<file path="src/rtl/reg_wb_pkg.sv">
// Shared types and constants for the register-file writeback arbiter.
package reg_wb_pkg;

   localparam int REG_ADR_W  = 6;
   localparam int REG_DATA_W = 32;
   localparam int REG_NUM    = 32;

   localparam logic [REG_ADR_W-1:0] REG_PC_ADR   = 6'd32;
   localparam logic [REG_ADR_W-1:0] REG_ZERO_ADR = 6'd0;

   typedef struct packed {
      logic [REG_ADR_W-1:0]  adr;
      logic [REG_DATA_W-1:0] data;
   } wb_req_t;

   // 1..32 are real write targets.
   function automatic logic adr_legal(input logic [REG_ADR_W-1:0] a);
      return (a != REG_ZERO_ADR) && (a <= REG_PC_ADR);
   endfunction

   // 33..63 have no register behind them.
   function automatic logic adr_illegal(input logic [REG_ADR_W-1:0] a);
      return a > REG_PC_ADR;
   endfunction

endpackage

</file>
<file path="src/rtl/wb_fifo.sv">
// Per-requester writeback buffer: DEPTH-entry FIFO with sync clear.
// With REG_WB_PENDING_EN defined it also exposes its slots for pending tracking.
module wb_fifo
   import reg_wb_pkg::*;
#(
   parameter int DEPTH = 2
) (
   input  logic    clk,
   input  logic    reset_n,
   input  logic    clear,
   input  logic    push,
   input  wb_req_t push_req,
   input  logic    pop,
   output logic    full,
   output logic    empty,
   output wb_req_t head
`ifdef REG_WB_PENDING_EN
   ,
   output logic [DEPTH-1:0]    slot_vld,
   output wb_req_t [DEPTH-1:0] slot
`endif
);

   localparam int PW = $clog2(DEPTH);

   // Pointers carry an extra wrap bit so full and empty are distinguishable.
   logic [PW:0]          wr_ptr, rd_ptr;
   wb_req_t [DEPTH-1:0]  mem;

   assign empty = (wr_ptr == rd_ptr);
   assign full  = (wr_ptr[PW] != rd_ptr[PW]) && (wr_ptr[PW-1:0] == rd_ptr[PW-1:0]);
   assign head  = mem[rd_ptr[PW-1:0]];

   // Pointer update; clear wins over any push/pop in the same cycle.
   always_ff @(posedge clk or negedge reset_n) begin
      if (!reset_n) begin
         wr_ptr <= '0;
         rd_ptr <= '0;
      end else if (clear) begin
         wr_ptr <= '0;
         rd_ptr <= '0;
      end else begin
         if (push && !full) wr_ptr <= wr_ptr + 1'b1;
         if (pop && !empty) rd_ptr <= rd_ptr + 1'b1;
      end
   end

   // Storage write; contents need no reset since the pointers qualify them.
   always_ff @(posedge clk) begin
      if (push && !full && !clear) mem[wr_ptr[PW-1:0]] <= push_req;
   end

`ifdef REG_WB_PENDING_EN
   logic [PW:0] count;
   assign count = wr_ptr - rd_ptr;
   assign slot  = mem;

   // A slot is live when its distance from the read pointer is below the fill level.
   always_comb begin
      slot_vld = '0;
      for (int i = 0; i < DEPTH; i++) begin
         slot_vld[i] = {1'b0, PW'(PW'(i) - rd_ptr[PW-1:0])} < count;
      end
   end
`endif

endmodule

</file>
<file path="src/rtl/reg_wb_arbiter.sv">
// Register-file write-port arbiter between pipeline writeback (req0) and the
// multi-cycle unit (req1). req0 has priority; req1 is force-granted after
// MAX_WAIT denied cycles. Optional feature macro: REG_WB_PENDING_EN adds
// PENDING_MASK_SW for decode-stage hazard stalls.
module reg_wb_arbiter
   import reg_wb_pkg::*;
#(
   parameter int FIFO_DEPTH = 2,
   parameter int MAX_WAIT   = 4
) (
   input  logic                  clk,
   input  logic                  reset_n,
   input  logic                  FLUSH_SD,
   input  logic                  REQ0_VALID_SW,
   input  logic [REG_ADR_W-1:0]  REQ0_ADR_SW,
   input  logic [REG_DATA_W-1:0] REQ0_DATA_SW,
   output logic                  REQ0_READY_SW,
   input  logic                  REQ1_VALID_SW,
   input  logic [REG_ADR_W-1:0]  REQ1_ADR_SW,
   input  logic [REG_DATA_W-1:0] REQ1_DATA_SW,
   output logic                  REQ1_READY_SW,
   output logic [REG_DATA_W-1:0] WDATA_SW,
   output logic [REG_ADR_W-1:0]  WADR_SW,
   output logic                  WENABLE_SW,
   output logic                  ILLEGAL_ADR_SW
`ifdef REG_WB_PENDING_EN
   ,
   output logic [REG_NUM:0]      PENDING_MASK_SW
`endif
);

   localparam int NUM_REQ = 2;
   localparam int WAIT_W  = $clog2(MAX_WAIT + 1);

   logic    [NUM_REQ-1:0] valid, push, full, empty, grant;
   wb_req_t [NUM_REQ-1:0] in_req, head;
   wb_req_t               win;
   logic    [WAIT_W-1:0]  wait_cnt;
   logic                  starved;

`ifdef REG_WB_PENDING_EN
   logic    [NUM_REQ-1:0][FIFO_DEPTH-1:0] slot_vld;
   wb_req_t [NUM_REQ-1:0][FIFO_DEPTH-1:0] slot;
`endif

   assign valid     = {REQ1_VALID_SW, REQ0_VALID_SW};
   assign in_req[0] = {REQ0_ADR_SW, REQ0_DATA_SW};
   assign in_req[1] = {REQ1_ADR_SW, REQ1_DATA_SW};

   assign REQ0_READY_SW = !full[0];
   assign REQ1_READY_SW = !full[1];

   for (genvar g = 0; g < NUM_REQ; g++) begin : g_req
      // Writes offered during a flush cycle are dropped, not buffered.
      assign push[g] = valid[g] && !full[g] && !FLUSH_SD;

      wb_fifo #(.DEPTH(FIFO_DEPTH)) u_fifo (
         .clk      (clk),
         .reset_n  (reset_n),
         .clear    (FLUSH_SD),
         .push     (push[g]),
         .push_req (in_req[g]),
         .pop      (grant[g]),
         .full     (full[g]),
         .empty    (empty[g]),
         .head     (head[g])
`ifdef REG_WB_PENDING_EN
         ,
         .slot_vld (slot_vld[g]),
         .slot     (slot[g])
`endif
      );
   end

   assign starved = (wait_cnt == WAIT_W'(MAX_WAIT));

   // One winner per cycle: req0 unless req1 has waited MAX_WAIT cycles.
   always_comb begin
      grant = '0;
      if (!FLUSH_SD) begin
         if (!empty[0] && !empty[1]) grant = starved ? 2'b10 : 2'b01;
         else if (!empty[0])         grant = 2'b01;
         else if (!empty[1])         grant = 2'b10;
      end
   end

   assign win = grant[1] ? head[1] : head[0];

   // Count cycles req1 sits at the head without a grant, saturating at MAX_WAIT.
   always_ff @(posedge clk or negedge reset_n) begin
      if (!reset_n)                            wait_cnt <= '0;
      else if (FLUSH_SD || empty[1] || grant[1]) wait_cnt <= '0;
      else if (!starved)                       wait_cnt <= wait_cnt + 1'b1;
   end

   // Registered write port; address/data only change on a grant.
   always_ff @(posedge clk or negedge reset_n) begin
      if (!reset_n) begin
         WDATA_SW       <= '0;
         WADR_SW        <= '0;
         WENABLE_SW     <= 1'b0;
         ILLEGAL_ADR_SW <= 1'b0;
      end else if (|grant) begin
         WDATA_SW       <= win.data;
         WADR_SW        <= win.adr;
         WENABLE_SW     <= adr_legal(win.adr);
         ILLEGAL_ADR_SW <= adr_illegal(win.adr);
      end else begin
         WENABLE_SW     <= 1'b0;
         ILLEGAL_ADR_SW <= 1'b0;
      end
   end

`ifdef REG_WB_PENDING_EN
   // Any buffered or about-to-land write to r marks r busy; r0 never is.
   always_comb begin
      PENDING_MASK_SW = '0;
      for (int g = 0; g < NUM_REQ; g++) begin
         for (int s = 0; s < FIFO_DEPTH; s++) begin
            if (slot_vld[g][s] && adr_legal(slot[g][s].adr)) PENDING_MASK_SW[slot[g][s].adr] = 1'b1;
         end
      end
      if (WENABLE_SW) PENDING_MASK_SW[WADR_SW] = 1'b1;
   end
`endif

endmodule

</file>
<file path="config.mk">
export PLATFORM = sky130hd
export DESIGN_NAME = reg_wb_arbiter
export DESIGN_NICKNAME = d
export VERILOG_FILES = /design/src/rtl/reg_wb_pkg.sv /design/src/rtl/wb_fifo.sv /design/src/rtl/reg_wb_arbiter.sv
export SDC_FILE = /design/constraint.sdc
export NUM_CORES = 1
export LEC_CHECK = 0
export ABC_CLOCK_PERIOD_IN_PS = 8000
export CORE_MARGIN = 5
export CORE_UTILIZATION = 31
export DETAILED_ROUTE_END_ITERATION = 16
export HOLD_SLACK_MARGIN = 0.08
export PLACE_DENSITY = 0.6
export RECOVER_POWER = 100
export SYNTH_ARGS = -nofsm -noshare
export SYNTH_HDL_FRONTEND = slang
export SYNTH_HIERARCHICAL = 1
export SYNTH_SLANG_ARGS = --single-unit
export TNS_END_PERCENT = 1
</file>
<file path="constraint.sdc">
create_clock -name clk -period 8 [get_ports clk]
set_input_delay 1.2 -clock clk [delete_from_list [all_inputs] [get_ports clk]]
set_output_delay 1.2 -clock clk [all_outputs]
set_load 0.01 [all_outputs]
</file>
* After elaboration in Yosys (flattened, before gate mapping) *
Index checks and enable logic that the tools add are counted.

word-level totals
  register bits after elaboration = 203
  word-level logic and storage cells = 95
  output and inout bits = 42
  input bits = 81

cells by class
  order comparisons = 8
  add/sub/neg operators = 5
  muxes and demuxes = 28
  equality and inequality tests = 8
  reductions and logical operators = 29

operator list
  cell                                                                          count
  38-bit 2-to-1 mux                                                             7
  76-bit bitwise mux                                                            2
  38-bit demux with 1-bit select                                                2
  2-bit 2-to-1 mux                                                              13
  1-bit logical AND                                                             16
  2-bit by 1-bit adder with 2-bit output, second input constant                 4
  1-bit by 2-bit less-than comparator with 1-bit output, second input constant  4
  2-bit nonzero test                                                            4
  6-bit > comparator, second input constant                                     1
  6-bit less-or-equal comparator, second input constant                         1
  3-bit 2-to-1 mux                                                              2
  6-bit nonzero test                                                            1
  1-bit zero test                                                               5
  2-bit == test                                                                 2
  3-bit by 1-bit adder with 3-bit output, second input constant                 1
  3-bit == test, second input constant                                          1
  1-bit == test                                                                 2
  1-bit greater-or-equal comparator, second input constant                      2
  1-bit logical OR                                                              2
  1-bit 2-to-1 mux                                                              2
  1-bit != test                                                                 2
  2-bit by 1-bit != test with 1-bit output, second input constant               1
  2-bit OR reduction                                                            1

* Depth between registers and ports, before layout *
Gate-level depths: netlist (run 1).

  depth in word-level cells = 9
  mapped depth = 11
  depth with buffers taken out = 7

* Modules after synthesis *
The synthesis (run 1) kept the hierarchy.

by module, submodules not included
  module          times used  seq. area each (µm²)  cells an instance  area an instance (µm²)
  wb_fifo         2           2382.3                149                3002.9
  reg_wb_arbiter  1           1076.0                244                2050.7

* Least setup slack after synthesis (run 1) *
Ideal clock, no wire load.

  path kind = input -> register
  start = input FLUSH_SD
  end = register g_req[0].u_fifo/mem[0] (netlist name), enable pin
  cell stages on the path = 2
  path slack = 1.789 ns
  arrival time = 5.670 ns
  path buffers = 0
  required time = 7.459 ns
  setup time = 0.541 ns
  cells stage by stage = nor3b_1 > nor4b_1

on the way
  longest elaborated chain between the ends = 4

ends and longest elaborated chain
  item                           RTL line                             RTL
  start, declared                reg_wb_arbiter.sv:13                 input logic FLUSH_SD,
  1-bit zero test *              wb_fifo.sv:50, reg_wb_arbiter.sv:55
  1-bit logical AND              reg_wb_arbiter.sv:55                 assign push[g] = valid[g] && !full[g] && !FLUSH_SD;
  1-bit logical AND              wb_fifo.sv:50                        if (push && !full && !clear) mem[wr_ptr[PW-1:0]] <= push_req;
  1-bit logical AND *            wb_fifo.sv:50
  end signal, assigned by index  wb_fifo.sv:50
  end, declared                  wb_fifo.sv:28                        wb_req_t [DEPTH-1:0] mem;

Mark *: on every way between the ends. The rest lies on a longest branch, timed or not.
A chain may end at the register's enable or synchronous reset.

* Final worst setup path (run 1) *
  start = register g_req[1].u_fifo.rd_ptr[0]
  end = register g_req[1].u_fifo/mem[34] (netlist name), enable pin

on the way
  longest elaborated chain between the ends = 7

ends and longest elaborated chain
  item                             RTL line              RTL
  start, declared                  wb_fifo.sv:27         logic [PW:0] wr_ptr, rd_ptr;
  start signal, assigned           wb_fifo.sv:44         if (pop && !empty) rd_ptr <= rd_ptr + 1'b1;
  1-bit == test                    wb_fifo.sv:31         assign full = (wr_ptr[PW] != rd_ptr[PW]) && (wr_ptr[PW-1:0] == rd_ptr[PW-1:0]);
  1-bit logical AND                wb_fifo.sv:31
  via full[1]                      reg_wb_arbiter.sv:35  logic [NUM_REQ-1:0] valid, push, full, empty, grant;
  1-bit zero test                  reg_wb_arbiter.sv:55
  1-bit logical AND (2 in series)  reg_wb_arbiter.sv:55
  via push[1]                      reg_wb_arbiter.sv:35
  1-bit logical AND (2 in series)  wb_fifo.sv:50
  end signal, assigned by index    wb_fifo.sv:50
  end, declared                    wb_fifo.sv:28

The timed path passes the listed nets, and every way through them passes these cells.

==> results of run 1 <==
-- cell families after synthesis --
family	after synthesis	share of synthesized area [%]
simple gates	161	8.62
flops	203	72.5
compound gates	57	4.61
mux	79	11.0
xor+xnor	6	0.652
fa+ha+maj	2	0.311
buf+inv	34	2.31
-- registers in the layout, indices dropped and copies added (netlist names) --
signal	cells
g_req.u_fifo/mem	152
WDATA_SW	32
WADR_SW	6
g_req.u_fifo/rd_ptr	4
g_req.u_fifo/wr_ptr	4
wait_cnt	3
ILLEGAL_ADR_SW	1
WENABLE_SW	1
-- worst max-delay path, cell delays in order (launching register included) --
cell	delay [ns]
dfrtp_2	0.34
clkbuf_1	1.78
xor2_1	0.24
nor2_1	0.11
nor3b_1	0.56
nor4b_1	1.29
buf_4	0.58
-- worst min-delay path by stage --
stage                                   startpoint                        to  slack (ns)
final                     WDATA_SW[13]$_DFFE_PN0P_  WDATA_SW[13]$_DFFE_PN0P_        0.55
after global routing      WDATA_SW[28]$_DFFE_PN0P_  WDATA_SW[28]$_DFFE_PN0P_        0.58
after CTS                   WADR_SW[4]$_DFFE_PN0P_    WADR_SW[4]$_DFFE_PN0P_        0.56
after detailed placement    WADR_SW[4]$_DFFE_PN0P_    WADR_SW[4]$_DFFE_PN0P_        0.54
after global placement    WDATA_SW[30]$_DFFE_PN0P_  WDATA_SW[30]$_DFFE_PN0P_        0.53
after floorplan            wait_cnt[0]$_DFFE_PN0P_   wait_cnt[0]$_DFFE_PN0P_        0.54
-- per-layer routing --
| layer | vias to the layer above | track usage, % |
|---|---|---|
| met5 | - | 0 |
| met4 | 0 | 2.31 |
| met3 | 27 | 3.19 |
| met2 | 138 | 21.7 |
| met1 | 2306 | 15.3 |
| li1 | 2244 | - |
-- cell usage in the layout, fill, tap and decap left out, drive strengths merged --
cell type,Yosys,final
buf,19,4
dlygate4sd3,0,118
clkinvlp,0,2
o21a,1,1
xor2,4,4
o21ai,2,2
a31oi,40,40
dfrtp,51,51
clkinv,1,7
or3,1,1
and4b,2,2
clkdlybuf4s50,0,3
nand3b,3,3
nand2b,4,4
o311ai,1,1
nor3,3,3
nor2b,1,1
and3,2,2
mux2i,3,3
or4,3,3
nor2,49,49
xnor2,2,2
nor3b,3,3
nand3,4,4
edfxtp,152,152
nor4b,2,2
a311oi,4,4
mux2,76,76
clkbuf,10,34
and2,1,1
a21oi,8,8
a21boi,1,1
nand2,83,83
ha,2,2
inv,4,4
-- power by group through the flow --
stage	Sequential, mW	Combinational, mW	Clock (mW)
finish	1.28	0.337	0.939
detailed placement	1.30	0.376	0
global placement	1.30	0.369	0
global route	1.29	0.373	1.01
floorplan	1.31	0.129	0
CTS	1.28	0.377	0.966
-- cell type report --
| type | instances | area, um^2 | area share (%) |
|---|---|---|---|
| inverter | 5 | 20.0 | 0.196 |
| clock inverter | 8 | 38.8 | 0.379 |
| sequential | 203 | 5840 | 57.1 |
| timing repair buffer | 128 | 1250 | 12.2 |
| tap | 335 | 419 | 4.10 |
| clock buffer | 31 | 636 | 6.21 |
| multi-input combinational | 305 | 2030 | 19.8 |
==> metrics.yaml, run 1 <==
status:
  status: "complete, but fails checks"
  violations: "max-capacitance violations, max-slew violations"
yosys:
  yosysMostFrequentCell: "edfxtp_1"
  synth_warnings: 6
  synth.ff_latch_count: 203
  yosysTopAreaCell: "edfxtp_1"
  synth_cells: 542
  avgSynthCellArea_um2: 14.9
  synth_seq_area_share_pct: 72.5
  yosysUniqueCellTypes: 36
  syn-num-nets: 625
  synthTopCellsByArea: "edfxtp_1 (57%), dfrtp_1 (16%), mux2_2 (11%), nand2_1 (3.9%), a31oi_1 (3.1%)"
  synth_ff_type: "edfxtp_1"
  synth-edff-count: 152
  synth_area_um2: 8060
  synth_top_cells_by_count: "edfxtp_1 (152), nand2_1 (83), mux2_2 (76)"
  synth_top_area_share_pct: 56.7
  async_reset_ff_share_pct: 25.1
critical_path:
  end_kind: "flop"
  worstSetupPathType: "flop to flop"
  r2r_end: "g_req[1].u_fifo/mem[34]$_DFFE_PP_"
  timing.rr.start: "g_req[1].u_fifo/rd_ptr[0]$_DFFE_PN0P_"
  r2r_cells: 6
  critical_path_required_ns: 8.14
  arrival_ns: 5.42
  ff2ff_setup_slack_ns: 2.72
  start_kind: "flop"
  critPathMaxFanout: 46
  endpoint: "g_req[1].u_fifo/mem[34]$_DFFE_PP_"
  crit_start: "g_req[1].u_fifo/rd_ptr[0]$_DFFE_PN0P_"
timing:
  setup_violations: 0
  slew_headroom_pct: -87.1
  layout_setup_ws_ns: 2.72
  drv_slew: 301
  rsz0062_at_grt: "false"
  final-hold-violation-count: 0
  setup_tns_ns: 0
  fin_skew_ns: 0.00828
  finalCriticalPeriod_ns: 5.28
  worst_pin_slew_ns: 2.81
  holdWs_ns: 0.547
  fmax_mhz: 189
  period_share_pct: 66.0
finish:
  num-fill-cells: 2477
  n_antenna_cell: 0
  drive_gt1_share_pct: 16.9
  nNetsFinal: 748
  final_cells: 1015
  fin_util_pct: 39.6
  fin_area_um2: 10200
  area_growth_pct: 27.0
run:
  cap_violations: 9
placement:
  gp_congestion: 0.728
  dp_cells: 976
  dp_hpwl_um: 12500
  port_buffers: 122
  placed_area_um2: 9600
  preCtsSetupSlack_ns: 3.55
pwr:
  seqPwrFrac_pct: 50.1
  p_int_mw: 1.94
  p_leak_nw: 3.54
  p_total_mw: 2.55
  power_frac_comb_pct: 13.2
  swShare_pct: 23.9
  pwr_density_cell_nw_per_um2: 250
  max-vdd-ir-drop_mv: 0.146
  clockPowerShare_pct: 36.8
  switchingPower_mw: 0.611
clock_network:
  htree_levels: 1
  clock_path_buffers: 3
  numCtsBuffers: 22
  worstSkewPairLatency_ns: 0.49
  ctsResizeCount: 0
  cts_tree: "built"
  cts.sinks: 203
  hold_buffers: 0
  clkTransAtPathRegs_ns: 0.06
  clock-root-buffer: "clkbuf_16"
  postCtsSetupRepairBufs: 0
min_path:
  hold_path.class: "flop to flop"
  min_path_cells: 2
detailed_routing:
  wl_um: 18100
  drt_first_iter_violations: 263
  wirelength_met1_um: 7320
  viasPerCell: 4.65
  firstDrtPassIters: 5
  vias: 4715
  wl_per_cell_um: 17.9
  ant_nets: 0
  wl_met3_um: 1260
  drcViolationCount: 0
  top_layer: "met4"
  dr_wl_met2_um: 9200
floorplan:
  core_area_um2: 25800
  chipWidth_um: 171
  start_util_pct: 31.2
  die_h_um: 171
  io_pins: 123
  rows: 59
  dieArea_um2: 29300
global_routing:
  track_usage_pct: 12.2
  grt_pass1_vias: 4896
  antenna_found_initial: 0
  grt_max_degree: 52
  grt_pass1_wl_um: 27500
  overflow: 0
No activity file was read; power rests on OpenSTA's default activity.
==> inputs of run 2 (changes only) <==
--- a/config.mk
+++ b/config.mk
@@ -5,7 +5,7 @@
 export SDC_FILE = /design/constraint.sdc
 export NUM_CORES = 1
 export LEC_CHECK = 0
-export ABC_CLOCK_PERIOD_IN_PS = 8000
+export ABC_CLOCK_PERIOD_IN_PS = 5500
 export CORE_MARGIN = 5
 export CORE_UTILIZATION = 31
 export DETAILED_ROUTE_END_ITERATION = 16
==> constraint.sdc (replaced) <==
create_clock -name clk -period 5.5 [get_ports clk]
set_input_delay 0.825 -clock clk [delete_from_list [all_inputs] [get_ports clk]]
set_output_delay 0.825 -clock clk [all_outputs]
set_load 0.01 [all_outputs]
==> run 2 against run 1 <==
Against the previous run:
- the flow still finishes with violations (max-capacitance violations, max-slew violations)
- setup slack lost 1.1 ns
- hold slack got worse by 0.0030 ns
- first-iteration DRC count up 21%
- wire length is 0.31% lower
- total power rose by 48%
- register-to-register slack lost 1.1 ns
- clock skew barely moved
- non-clock buffer count up 2
- sequential power is 45% higher
- utilization grew 0.16 points
==> metrics.yaml, run 2 (synthesis results as in run 1) <==
status:
  status: "complete, but fails checks"
  violations: "max-capacitance violations, max-slew violations"
timing:
  finalCriticalPeriod_ns: 3.88  # -1.40 ns
  setup_violations: 0  # unchanged
  period_share_pct: 70.6  # +4.6 points
  final-hold-violation-count: 0  # unchanged
  fin_skew_ns: 0.00864  # +0.000361 ns
  fmax_mhz: 258  # +36%
  drv_slew: 210  # -30%
  slew_headroom_pct: -91.8  # -4.7 points
  layout_setup_ws_ns: 1.62  # -1.10 ns
  rsz0062_at_grt: "false"
  worst_pin_slew_ns: 2.88  # +0.0703 ns
finish:
  drive_gt1_share_pct: 16.9  # unchanged
  fin_area_um2: 10300  # +0.40%
  final_cell_mix: "edfxtp_1 (152), dlygate4sd3_1 (118), nand2_1 (83)"
  final_common_cell: "edfxtp_1"
  area_growth_pct: 27.5
  nNetsFinal: 749  # +0.13%
  n_antenna_cell: 0  # unchanged
  largest_reg_flops: 152  # unchanged
  num-fill-cells: 2443  # -1.4%
floorplan:
  die_h_um: 171  # unchanged
  start_util_pct: 31.2  # unchanged
  io_pins: 123  # unchanged
  chipWidth_um: 171  # unchanged
  core_area_um2: 25800  # unchanged
  dieArea_um2: 29300  # unchanged
  rows: 59  # unchanged
detailed_routing:
  vias: 4737  # +0.47%
  drcViolationCount: 0  # unchanged
  ant_nets: 0  # unchanged
  firstDrtPassIters: 4  # -1
  top_layer: "met4"
  wl_met3_um: 1210  # -4.3%
  wirelength_met1_um: 7410  # +1.3%
  wl_per_cell_um: 17.8  # -0.31%
  wl_um: 18100  # -0.31%
  drt_first_iter_violations: 318  # +21%
  dr_wl_met2_um: 9190  # -0.16%
  viasPerCell: 4.67  # +0.47%
placement:
  gp_congestion: 0.733  # +0.63%
  dp_hpwl_um: 12600  # +1.2%
  preCtsSetupSlack_ns: 1.93  # -1.62 ns
  port_buffers: 122  # unchanged
  placed_area_um2: 9620  # +0.25%
pwr:
  max-vdd-ir-drop_mv: 0.341  # +130%
  pwr_density_cell_nw_per_um2: 368  # +48%
  p_leak_nw: 3.55  # +0.33%
run:
  cap_violations: 6  # -3
clock_network:
  cts.sinks: 203  # unchanged
  worstSkewPairLatency_ns: 0.48  # about the same
  hold_buffers: 0  # unchanged
  numCtsBuffers: 21  # -4.5%
  postCtsSetupRepairBufs: 0  # unchanged
  clkTransAtPathRegs_ns: 0.06  # about the same
  htree_levels: 1  # unchanged
  ctsResizeCount: 0  # unchanged
  clock-root-buffer: "clkbuf_16"
  clock_path_buffers: 3  # unchanged
  cts_tree: "built"
critical_path:
  critPathMaxFanout: 46  # unchanged
  worstSetupPathType: "flop to flop"
  arrival_ns: 4.01  # -1.41 ns
  critical_path_required_ns: 5.63  # -2.51 ns
  end_kind: "flop"
  start_kind: "flop"
  r2r_cells: 6  # unchanged
min_path:
  min_path_cells: 2  # unchanged
  hold_path.class: "flop to flop"
global_routing:
  grt_pass1_wl_um: 27400  # -0.30%
  track_usage_pct: 12.2  # -0.041 points
  antenna_found_initial: 0  # unchanged
  grt_max_degree: 52  # unchanged
  grt_pass1_vias: 4950  # +1.1%
  overflow: 0  # unchanged
run 2: cell types whose count changed in the layout (fill, tap and decap cells not counted), sizes merged:
cell / change
clkinv: +1
bufinv: +4
buf: +2
clkbuf: -7
run 2: final timing paths:
| path | start | to | slack [ns] |
|---|---|---|---|
| hold / removal | WADR_SW[5]$_DFFE_PN0P_ | WADR_SW[5]$_DFFE_PN0P_ | 0.54 |
| max in group asynchronous | reset_n | g_req[0].u_fifo/rd_ptr[0]$_DFFE_PN0P_ | 2.29 |
| min in group asynchronous | reset_n | WDATA_SW[11]$_DFFE_PN0P_ | 1.37 |
| setup reg to reg | g_req[0].u_fifo/rd_ptr[0]$_DFFE_PN0P_ | g_req[0].u_fifo/mem[29]$_DFFE_PP_ | 1.62 |
| hold reg to reg | WADR_SW[5]$_DFFE_PN0P_ | WADR_SW[5]$_DFFE_PN0P_ | 0.54 |
| setup / recovery | g_req[0].u_fifo/rd_ptr[0]$_DFFE_PN0P_ | g_req[0].u_fifo/mem[29]$_DFFE_PP_ | 1.62 |
run 2: cell type report:
class,instances,area [um^2],share of cell area (%)
clock inverter,13,158,1.53
sequential,203,5840,56.9
multi-input combinational,305,2030,19.8
inverter,5,20.0,0.195
tap,335,419,4.08
timing repair buffer,130,1260,12.3
clock buffer,24,537,5.22
run 2: power by group:
| part | leakage, nW | switching, mW | internal (mW) |
|---|---|---|---|
| clock | 0.336 | 0.551 | 0.883 |
| sequential | 1.97 | 0.0813 | 1.77 |
| combinational | 1.24 | 0.243 | 0.249 |
run 2: critical path, cell delays in order, from the launching register on:
cell and delay [ns]:
dfrtp_2 0.34, buf_4 0.49, xor2_1 0.24, nor2_1 0.09, nor3b_1 0.56, nor4b_1 1.20, buf_4 0.57
run 2: metal layers:
layer | track usage (%) | vias to the layer above
li1 | - | 2249
met1 | 15.7 | 2326
met2 | 21.4 | 142
met3 | 2.85 | 20
met4 | 2.10 | 0
met5 | 0 | -
run 2: through the flow:
| stage | power, mW | setup TNS, ns | util (%) | hold slack (ns) | std cells |
|---|---|---|---|---|---|
| 6_report | 3.78 | 0 | 39.8 | 0.544 | 1015 |
| 5_1_grt | 3.95 | 0 | 39.8 | 0.577 | 1015 |
| 4_1_cts | 3.89 | 0 | 39.9 | 0.493 | 1015 |
| 3_5_place_dp | 2.44 | 0 | 37.2 | 0.542 | 978 |
| 3_3_place_gp | 2.43 | 0 | 37.2 | 0.529 | 978 |
| 2_1_floorplan | 2.09 | -16.55 | - | 0.529 | 542 |
